===== config.mk =====
export PLATFORM = sky130hd
export DESIGN_NAME = uart_rx_fifo
export DESIGN_NICKNAME = d
export VERILOG_FILES = /design/src/rtl/uart_rx_fifo.sv
export SDC_FILE = /design/constraint.sdc
export NUM_CORES = 1
export LEC_CHECK = 0
export CORE_UTILIZATION = 50
export CTS_CLUSTER_DIAMETER = 30
export DETAILED_ROUTE_END_ITERATION = 6
export HOLD_SLACK_MARGIN = 0.03
export PLACE_DENSITY = 0.79
export SYNTH_ARGS = -nofsm -noshare
export SYNTH_HDL_FRONTEND = slang
export SYNTH_SLANG_ARGS = --single-unit
export TNS_END_PERCENT = 20

===== constraint.sdc =====
create_clock -name i_clk -period 3.1 [get_ports i_clk]
set_input_delay 0.93 -clock i_clk [delete_from_list [all_inputs] [get_ports i_clk]]
set_output_delay 0.93 -clock i_clk [all_outputs]
set_load 0.05 [all_outputs]

===== src/rtl/uart_rx_fifo.sv =====
// Receive-side FWFT byte FIFO behind the UART receiver: one push per rising edge of i_rxFinished.
// Optional build macro UART_RX_FIFO_DROP_PERR_EN discards parity-error frames at the write port.
module uart_rx_fifo #(
  parameter int DEPTH = 16,
  localparam int AW   = $clog2(DEPTH)
) (
  input  logic          i_clk,
  input  logic          i_rst,
  input  logic          i_rxFinished,
  input  logic [7:0]    i_rxBits,
  input  logic          i_parityError,
  input  logic          i_rdEn,
  input  logic          i_clrOverflow,
  output logic [7:0]    o_rdData,
  output logic          o_rdPerr,
  output logic          o_empty,
  output logic          o_full,
  output logic [AW:0]   o_count,
  output logic          o_overflow
);

`ifdef UART_RX_FIFO_DROP_PERR_EN
  localparam int EW = 8;
`else
  localparam int EW = 9;
`endif

  logic [EW-1:0] mem [DEPTH];

  logic          fin_prev_q, fin_prev_d;
  logic [AW-1:0] wr_ptr_q, wr_ptr_d;
  logic [AW-1:0] rd_ptr_q, rd_ptr_d;
  logic [AW:0]   count_q, count_d;
  logic          overflow_q, overflow_d;

  logic          wr_edge;
  logic          wr_req;
  logic          rd_ok;
  logic          push_ok;
  logic          drop;
  logic          is_empty;
  logic          is_full;
  logic [EW-1:0] wr_entry;
  logic [EW-1:0] head_entry;

  assign is_empty = (count_q == '0);
  assign is_full  = (count_q == (AW+1)'(DEPTH));

  always_comb begin
    wr_edge = i_rxFinished & ~fin_prev_q;
`ifdef UART_RX_FIFO_DROP_PERR_EN
    wr_req   = wr_edge & ~i_parityError;
    wr_entry = i_rxBits;
`else
    wr_req   = wr_edge;
    wr_entry = {i_parityError, i_rxBits};
`endif
    rd_ok   = i_rdEn & ~is_empty;
    // A pop in the same cycle frees the slot, so a full FIFO still accepts the push.
    push_ok = wr_req & (~is_full | rd_ok);
    drop    = wr_req & is_full & ~rd_ok;
  end

  always_comb begin
    fin_prev_d = i_rxFinished;
    wr_ptr_d   = wr_ptr_q;
    rd_ptr_d   = rd_ptr_q;
    count_d    = count_q;
    overflow_d = overflow_q;

    if (push_ok) begin
      wr_ptr_d = wr_ptr_q + AW'(1);
    end
    if (rd_ok) begin
      rd_ptr_d = rd_ptr_q + AW'(1);
    end

    if (push_ok && !rd_ok) begin
      count_d = count_q + (AW+1)'(1);
    end else if (rd_ok && !push_ok) begin
      count_d = count_q - (AW+1)'(1);
    end

    if (drop) begin
      overflow_d = 1'b1;
    end else if (i_clrOverflow) begin
      overflow_d = 1'b0;
    end
  end

  always_ff @(posedge i_clk or posedge i_rst) begin
    if (i_rst) begin
      fin_prev_q <= 1'b0;
      wr_ptr_q   <= '0;
      rd_ptr_q   <= '0;
      count_q    <= '0;
      overflow_q <= 1'b0;
    end else begin
      fin_prev_q <= fin_prev_d;
      wr_ptr_q   <= wr_ptr_d;
      rd_ptr_q   <= rd_ptr_d;
      count_q    <= count_d;
      overflow_q <= overflow_d;
    end
  end

  // Storage is left unreset; stale contents are masked by the empty check on the read side.
  always_ff @(posedge i_clk) begin
    if (push_ok) begin
      mem[wr_ptr_q] <= wr_entry;
    end
  end

  assign head_entry = mem[rd_ptr_q];

  always_comb begin
    o_rdData = is_empty ? 8'h00 : head_entry[7:0];
`ifdef UART_RX_FIFO_DROP_PERR_EN
    o_rdPerr = 1'b0;
`else
    o_rdPerr = ~is_empty & head_entry[8];
`endif
  end

  assign o_empty    = is_empty;
  assign o_full     = is_full;
  assign o_count    = count_q;
  assign o_overflow = overflow_q;

endmodule


==> results of run 1 <==
metal layers:
layer  share of wire [%]  routed length, um
met1                  41               5760
met2                  51               7120
met3                 5.7                802
met4                 2.1                291
met5                   0                  0
cell usage after synthesis, types with 2 or more instances:
master	n
a21oi_1	12
buf_4	3
mux4_1	18
xor2_1	2
o21ai_1	10
clkbuf_1	3
ha_1	9
and2_1	5
edfxtp_1	144
buf_6	4
o21ai_0	2
nor2_1	7
nand3_1	6
a21o_1	3
dfrtp_1	15
xnor2_1	7
nand2_1	9
mux4_2	18
mux2_2	11
buf_2	4
mux2i_1	9
inv_1	8
and3_1	4
nor3_1	5
registers in the layout (all words and copies together), names as in the netlist:
signal / cells
rd_ptr_q: 4
o_count: 5
fin_prev_q: 1
o_overflow: 1
mem: 144
wr_ptr_q: 4
where the power goes:
part	internal, W	switching [W]	leakage, nW	total [W]
sequential	0.00253	0.000262	1.47	0.00279
clock	0.00143	0.000829	0.302	0.00226
combinational	0.00161	0.00177	1.11	0.00338
total	0.00557	0.00287	2.89	0.00844
cells by family (layout without fill, tap and decap cells):
group | Yosys count | count (layout) | share of synthesized area [%]
buffers and inverters | 26 | 128 | 2.52
DFF | 159 | 159 | 71.6
AOI/OAI and AO/OA | 32 | 32 | 2.78
xor gates and xnor gates | 9 | 9 | 1.20
and+or+nand+nor | 41 | 41 | 3.24
muxes | 56 | 56 | 16.6
adders and majority gates | 10 | 10 | 2.02
final timing paths:
check	startpoint	end	slack (ns)
worst min-delay path	rd_ptr_q[0]	rd_ptr_q[0]	0.53
worst min register to register	rd_ptr_q[0]	rd_ptr_q[0]	0.53
max in group asynchronous	i_rst	o_count[0]	1.81
worst max-delay path	rd_ptr_q[1]	o_rdData[5]	-0.11
min in group asynchronous	i_rst	wr_ptr_q[2]	0.87
worst max register to register	o_count[0]	o_count[4]	0.20
layout make-up:
class,instances,share of cell area [%]
flip-flops and latches,159,57.7
multi-input cells,148,21.7
repair buffers,87,9.68
clock buffers,18,5.26
clock inverters,14,2.65
well taps,172,2.64
inverters,9,0.414
per-stage QoR:
step	TNS, ns	power [W]
2_1_floorplan	0	0.00473
3_3_place_gp	-0.331	0.00547
3_5_place_dp	-0.516	0.00553
4_1_cts	-1.27	0.00828
5_1_grt	-1.51	0.00877
6_report	-0.765	0.00844
worst reg2reg max path, stage by stage (launching register included):
cell and delay [ns]:
dfrtp_2 0.46, nor4_4 0.41, a31o_1 0.25, inv_2 0.05, ha_1 0.22, inv_2 0.13
ha_1 0.26, a21o_1 0.22, a2111oi_2 0.37, a31oi_1 0.08, a221o_1 0.33
repair_timing:
action | 4_1_cts | 5_1_grt
buffers inserted | 5 | 15
endpoints found under the setup margin | 10 | 11
resized for setup | 49 | 9
cloned | 2 | 0
==> results.yml, run 1 <==
finish:
  final_common_cell: "edfxtp_1"
  final_cell_area_um2: 8160
  final_cells: 607
  multiInputGateArea_um2: 1770
  layout_common_cells: "edfxtp_1 (144), buf_4 (57), mux4_2 (34)"
  fill_cells: 892
  register_area_um2: 4710
  area_delta_synth_final_pct: 24.3
  antenna_cells: 0
  fin_nets: 446
  drive_gt1_share_pct: 39.1
  utilization_pct: 64.1
setup_path:
  path_depth: 6
  path_delay_family: "multiplexers"
  slowest_delay_ns: 0.51
  crit_required_ns: 2.17
  critical_path_buf_inv_count: 2
  cp-start-kind: "flop"
  arrival_ns: 2.28
  critPathSlowestCell: "mux4_2"
  end_kind: "output port"
  crit_type: "flop to output port"
  path_max_fanout: 7
  crit_chain: "buf_12 > mux4_2 > mux2_4 > o21ai_4 > a21oi_4 > buf_8"
  r2r_cells: 10
yosys:
  synth_top_area_share_pct: 65.9
  synth.largest_area_cell: "edfxtp_1"
  synth_warnings: 0
  synth_edf_count: 144
  syn_area_um2: 6560
  yosys_register_bits: 159
  synth_cell_type_count: 39
  synth_nets: 357
  synth_async_sr_flop_share_pct: 9.43
  synthCells: 333
  avgSynthCellArea_um2: 19.7
  ys_top_cells_by_area: "edfxtp_1 (66%), mux4_1 (7.2%), mux4_2 (6.2%)"
  ys.flop_type: "edfxtp_1"
  yosysSeqAreaShare_pct: 71.6
sta:
  timing.fmax_mhz: 311
  relSlewSlack_pct: 29.6
  drv_slew: 0
  whs_ns: 0.529
  worst_pin_slew_ns: 1.06
  hold_viol_final: 0
  skew_ns: 0.00833
  fin_crit_ns: 3.21
  setup_ws_ns: -0.114
  post-route-period-util_pct: 104
  setup_viol: 9
  rsz0062_at_grt: "true"
global_routing:
  use_met3_pct: 6.43
  antenna_found_initial: 0
  grt_pass1_vias: 3534
  gr-usage-met2_pct: 36.8
  grt_use_total_pct: 22.0
  grt_pass1_wl_mm: 20.4
  use_met1_pct: 26.9
  busiest_layer: "met2"
  grt_max_degree: 21
  grt_overflow: 0
clock_network:
  clkTransAtPathRegs_ns: 0.06
  cts_buffers: 17
  h-tree-depth: 4
  cts_tree: "yes"
  clock_path_buffers: 2
  clock_sinks: 159
  clk_latency_ns: 0.42
  holdBufCountCts: 0
  cts_root_buf: "clkbuf_16"
placement:
  place_area_um2: 7240
  pre_cts_ws_ns: -0.516
  place_inst: 555
  dpl.hpwl_mm: 7.68
  gp_congestion: 0.763
  portBuffers: 30
power_and_ir_drop:
  p_leak_nw: 2.89
  vdd_drop_max_mv: 0.606
  power_density_nw_per_um2: 1030
floorplan:
  die-area_um2: 13600
  die_y_um: 117
  die_w_um: 117
  start_util_pct: 51.6
  rows: 41
  design.portCount: 31
  core_area_um2: 12700
min_path:
  hold_path_depth: 1
  holdCritPathClass: "flop to flop"
routing:
  ant_nets: 0
  wl_per_cell_um: 23.0
  drc: 0
  avgViaCountPerCell: 5.72
  wl_mm: 14.0
  num_vias: 3470
  drtPass1Iterations: 7
  drt_iter0_markers: 337
job:
  cap_violations: 0
status:
  outcome: "complete, but fails checks"
  violations: "negative setup slack"
No activity file was read; power rests on OpenSTA's default activity.
==> run 2: changes to the inputs <==
Settings changed: ABC_AREA set to 1.
==> run 2 against run 1 <==
Compared with the run above: global-route usage up 1.4 points; critical endpoint is now o_rdData[1]; largest power group unchanged; first-iteration DRC count is 73% higher; utilization down 2.8 points; routed wire length grew 11%; clock power barely moved; cell count up 38%; the flow now finishes without violations; non-clock buffer count shrank 22.
==> results.yml, run 2 <==
min_path:
  holdCritStartpoint: "o_overflow"
  holdCritPathClass: "flop to flop"
routing:
  drc: 0
  avgViaCountPerCell: 5.54
  drt_iter0_markers: 583
  num_vias: 4623
  drtPass1Iterations: 5
  wl_per_cell_um: 18.5
  wl_mm: 15.5
  ant_nets: 0
clock_network:
  postCtsSetupRepairBufs: 0
  clock_path_buffers: 2
  clkTransAtPathRegs_ns: 0.06
  clk_latency_ns: 0.42
  clock_sinks: 159
  cts_root_buf: "clkbuf_16"
  cts_tree: "yes"
  h-tree-depth: 4
  cts_buffers: 17
setup_path:
  crit_top_cell: "nand2_1"
  critPathSlowestCell: "dfrtp_2"
  crit_type: "flop to output port"
  slowest_delay_ns: 0.43
  critical_path_buf_inv_count: 3
  end_kind: "output port"
  r2r_start: "o_count[0]"
  cp-start-kind: "flop"
  r2r_slack_ns: 0.70
  crit_required_ns: 2.17
  path_max_fanout: 24
  crit_chain: "inv_2 > buf_6 > nand2_1 > nand3_1 > nand3_1 > nand2_1 > nand2_1 > a21oi_2 > buf_12"
  arrival_ns: 2.10
  path_delay_family: "simple AND/OR/NAND/NOR gates"
  crit_start: "rd_ptr_q[0]"
yosys:
  yosysSeqAreaShare_pct: 68.7
  synth_warnings: 0
  synth_top_area_share_pct: 63.2
  yosys.cell_count.top_type: "nand2_1"
  synth_edf_count: 144
  synth_cell_type_count: 24
  ys.flop_type: "edfxtp_1"
  synth_nets: 614
  syn_area_um2: 6840
  synth.largest_area_cell: "edfxtp_1"
  yosys_register_bits: 159
  synthCells: 590
  avgSynthCellArea_um2: 11.6
  ys_top_cells_by_area: "edfxtp_1 (63%), nand2_1 (11%), nand3_1 (8.4%)"
  synth_async_sr_flop_share_pct: 9.43
  synth_common_cells: "nand2_1 (206), edfxtp_1 (144), nand3_1 (115)"
global_routing:
  grt_pass1_wl_mm: 24.2
  grt_overflow: 0
  grt_max_degree: 50
  antenna_found_initial: 0
  grt_pass1_vias: 4523
  grt_use_total_pct: 23.4
sta:
  setup_ws_ns: 0.0696
  rsz0062_at_grt: "true"
  fin_crit_ns: 3.03
  skew_ns: 0.00601
  relSlewSlack_pct: 52.3
  finalSetupTns_ns: 0
  post-route-period-util_pct: 97.8
  hold_viol_final: 0
  worst_pin_slew_ns: 0.713
  setup_viol: 0
  timing.fmax_mhz: 330
  drv_slew: 0
  whs_ns: 0.520
finish:
  drive_gt1_share_pct: 13.5
  fill_cells: 928
  final_common_cell: "nand2_1"
  antenna_cells: 0
  layout_common_cells: "nand2_1 (206), edfxtp_1 (144), nand3_1 (115)"
  register_area_um2: 4700
  area_delta_synth_final_pct: 19.3
  top_register: "mem"
  final_cells: 835
  fin_nets: 670
  multiInputGateArea_um2: 1810
  largest_reg_flops: 144
power_and_ir_drop:
  switching_share_pct: 38.3
  p_switching_w: 0.00333
  p_int_w: 0.00538
  vdd_drop_max_mv: 0.557
  p_seq_share_pct: 30.4
  clkPwrFrac_pct: 26.3
  power_density_nw_per_um2: 1070
  p_leak_nw: 3.14
  power_frac_comb_pct: 43.3
floorplan:
  die-area_um2: 14200
  rows: 42
  die_y_um: 119
  start_util_pct: 51.5
  design.portCount: 31
  die_w_um: 119
  core_area_um2: 13300
placement:
  gp_congestion: 0.906
  dpl.hpwl_mm: 9.27
  place_inst: 803
  portBuffers: 30
  pre_cts_ws_ns: -0.000907
job:
  cap_violations: 0
status:
  outcome: "finished, final reports clean"
[run 2: cell types whose count changed after synthesis, sizes merged, moves of 11 or more]
cell	change
nand2	+198
mux4	-36
nand3	+110
buf	+14
inv	+11
mux2	-11
[run 2: per-stage QoR]
| stage | instance area, um^2 | total power, W | util (%) |
|---|---|---|---|
| after floorplan | 6840 | 0.00515 | - |
| after global placement | 7480 | 0.00625 | 56.3 |
| after detailed placement | 7480 | 0.00636 | 56.3 |
| after CTS | 8140 | 0.00869 | 61.2 |
| after global routing | 8160 | 0.00912 | 61.4 |
| final | 8160 | 0.00871 | 61.4 |
[run 2: power groups by stage]
stage               logic [W]  registers (W)  clock network, W
finish                0.00377        0.00265           0.00229
global route          0.00406        0.00266           0.00240
CTS                   0.00374        0.00264           0.00231
detailed placement    0.00368        0.00268                 0
global placement      0.00358        0.00267                 0
floorplan             0.00237        0.00277                 0
[run 2: logic make-up (layout without fill, tap and decap cells)]
logic type | count (synthesis) | in the layout | synth area share [%]
buffers and inverters | 50 | 119 | 4.97
flip-flops | 159 | 159 | 68.7
AO/OA/AOI/OAI | 16 | 16 | 1.66
adder cells (fa/ha/maj) | 10 | 10 | 1.94
XOR/XNOR | 9 | 9 | 1.15
AND/OR/NAND/NOR | 346 | 346 | 21.6
[run 2: what timing repair did]
item,CTS,global route
endpoints found under the setup margin,3,7
pin swaps,0,0
hold endpoints to repair,0,0
hold buffers,0,0
resized for setup,2,6
[run 2: path summary, 6_finish.rpt]
kind / depth (start not counted) / endpoint
max: 9 / o_rdData[1]
min: 2 / o_overflow
max reg2reg: 15 / o_count[4]
min reg2reg: 2 / o_overflow
max in group asynchronous: 2 / rd_ptr_q[0]
min in group asynchronous: 2 / fin_prev_q
[run 2: worst reg2reg max path: cells and delay by family (launching register included)]
family                     cells  cell delay (ns)
buffers and inverters          2             0.19
adders and majority gates      2             0.50
and+or+nand+nor                9             0.89
AOI/OAI and AO/OA              1             0.15
DFF                            1             0.46
xor gates and xnor gates       1             0.16
[run 2: final cells by class]
type                            instances  share of cell area (%)
Clock buffer                           19                    5.31
Clock inverter                         13                    2.67
Inverter                               22                    1.01
Multi-Input combinational cell        381                    22.2
Sequential cell                       159                    57.6
Tap cell                              176                    2.70
Timing Repair Buffer                   65                    8.54
[run 2: metal layers]
| layer | track usage, % | vias to the layer above | share of wire [%] |
|---|---|---|---|
| met2 | 39.1 | 222 | 51 |
| met1 | 29.0 | 2213 | 39 |
| met4 | 9.73 | 0 | 2.7 |
| met5 | 0 | - | 0 |
| li1 | - | 2151 | - |
| met3 | 5.80 | 37 | 7.6 |
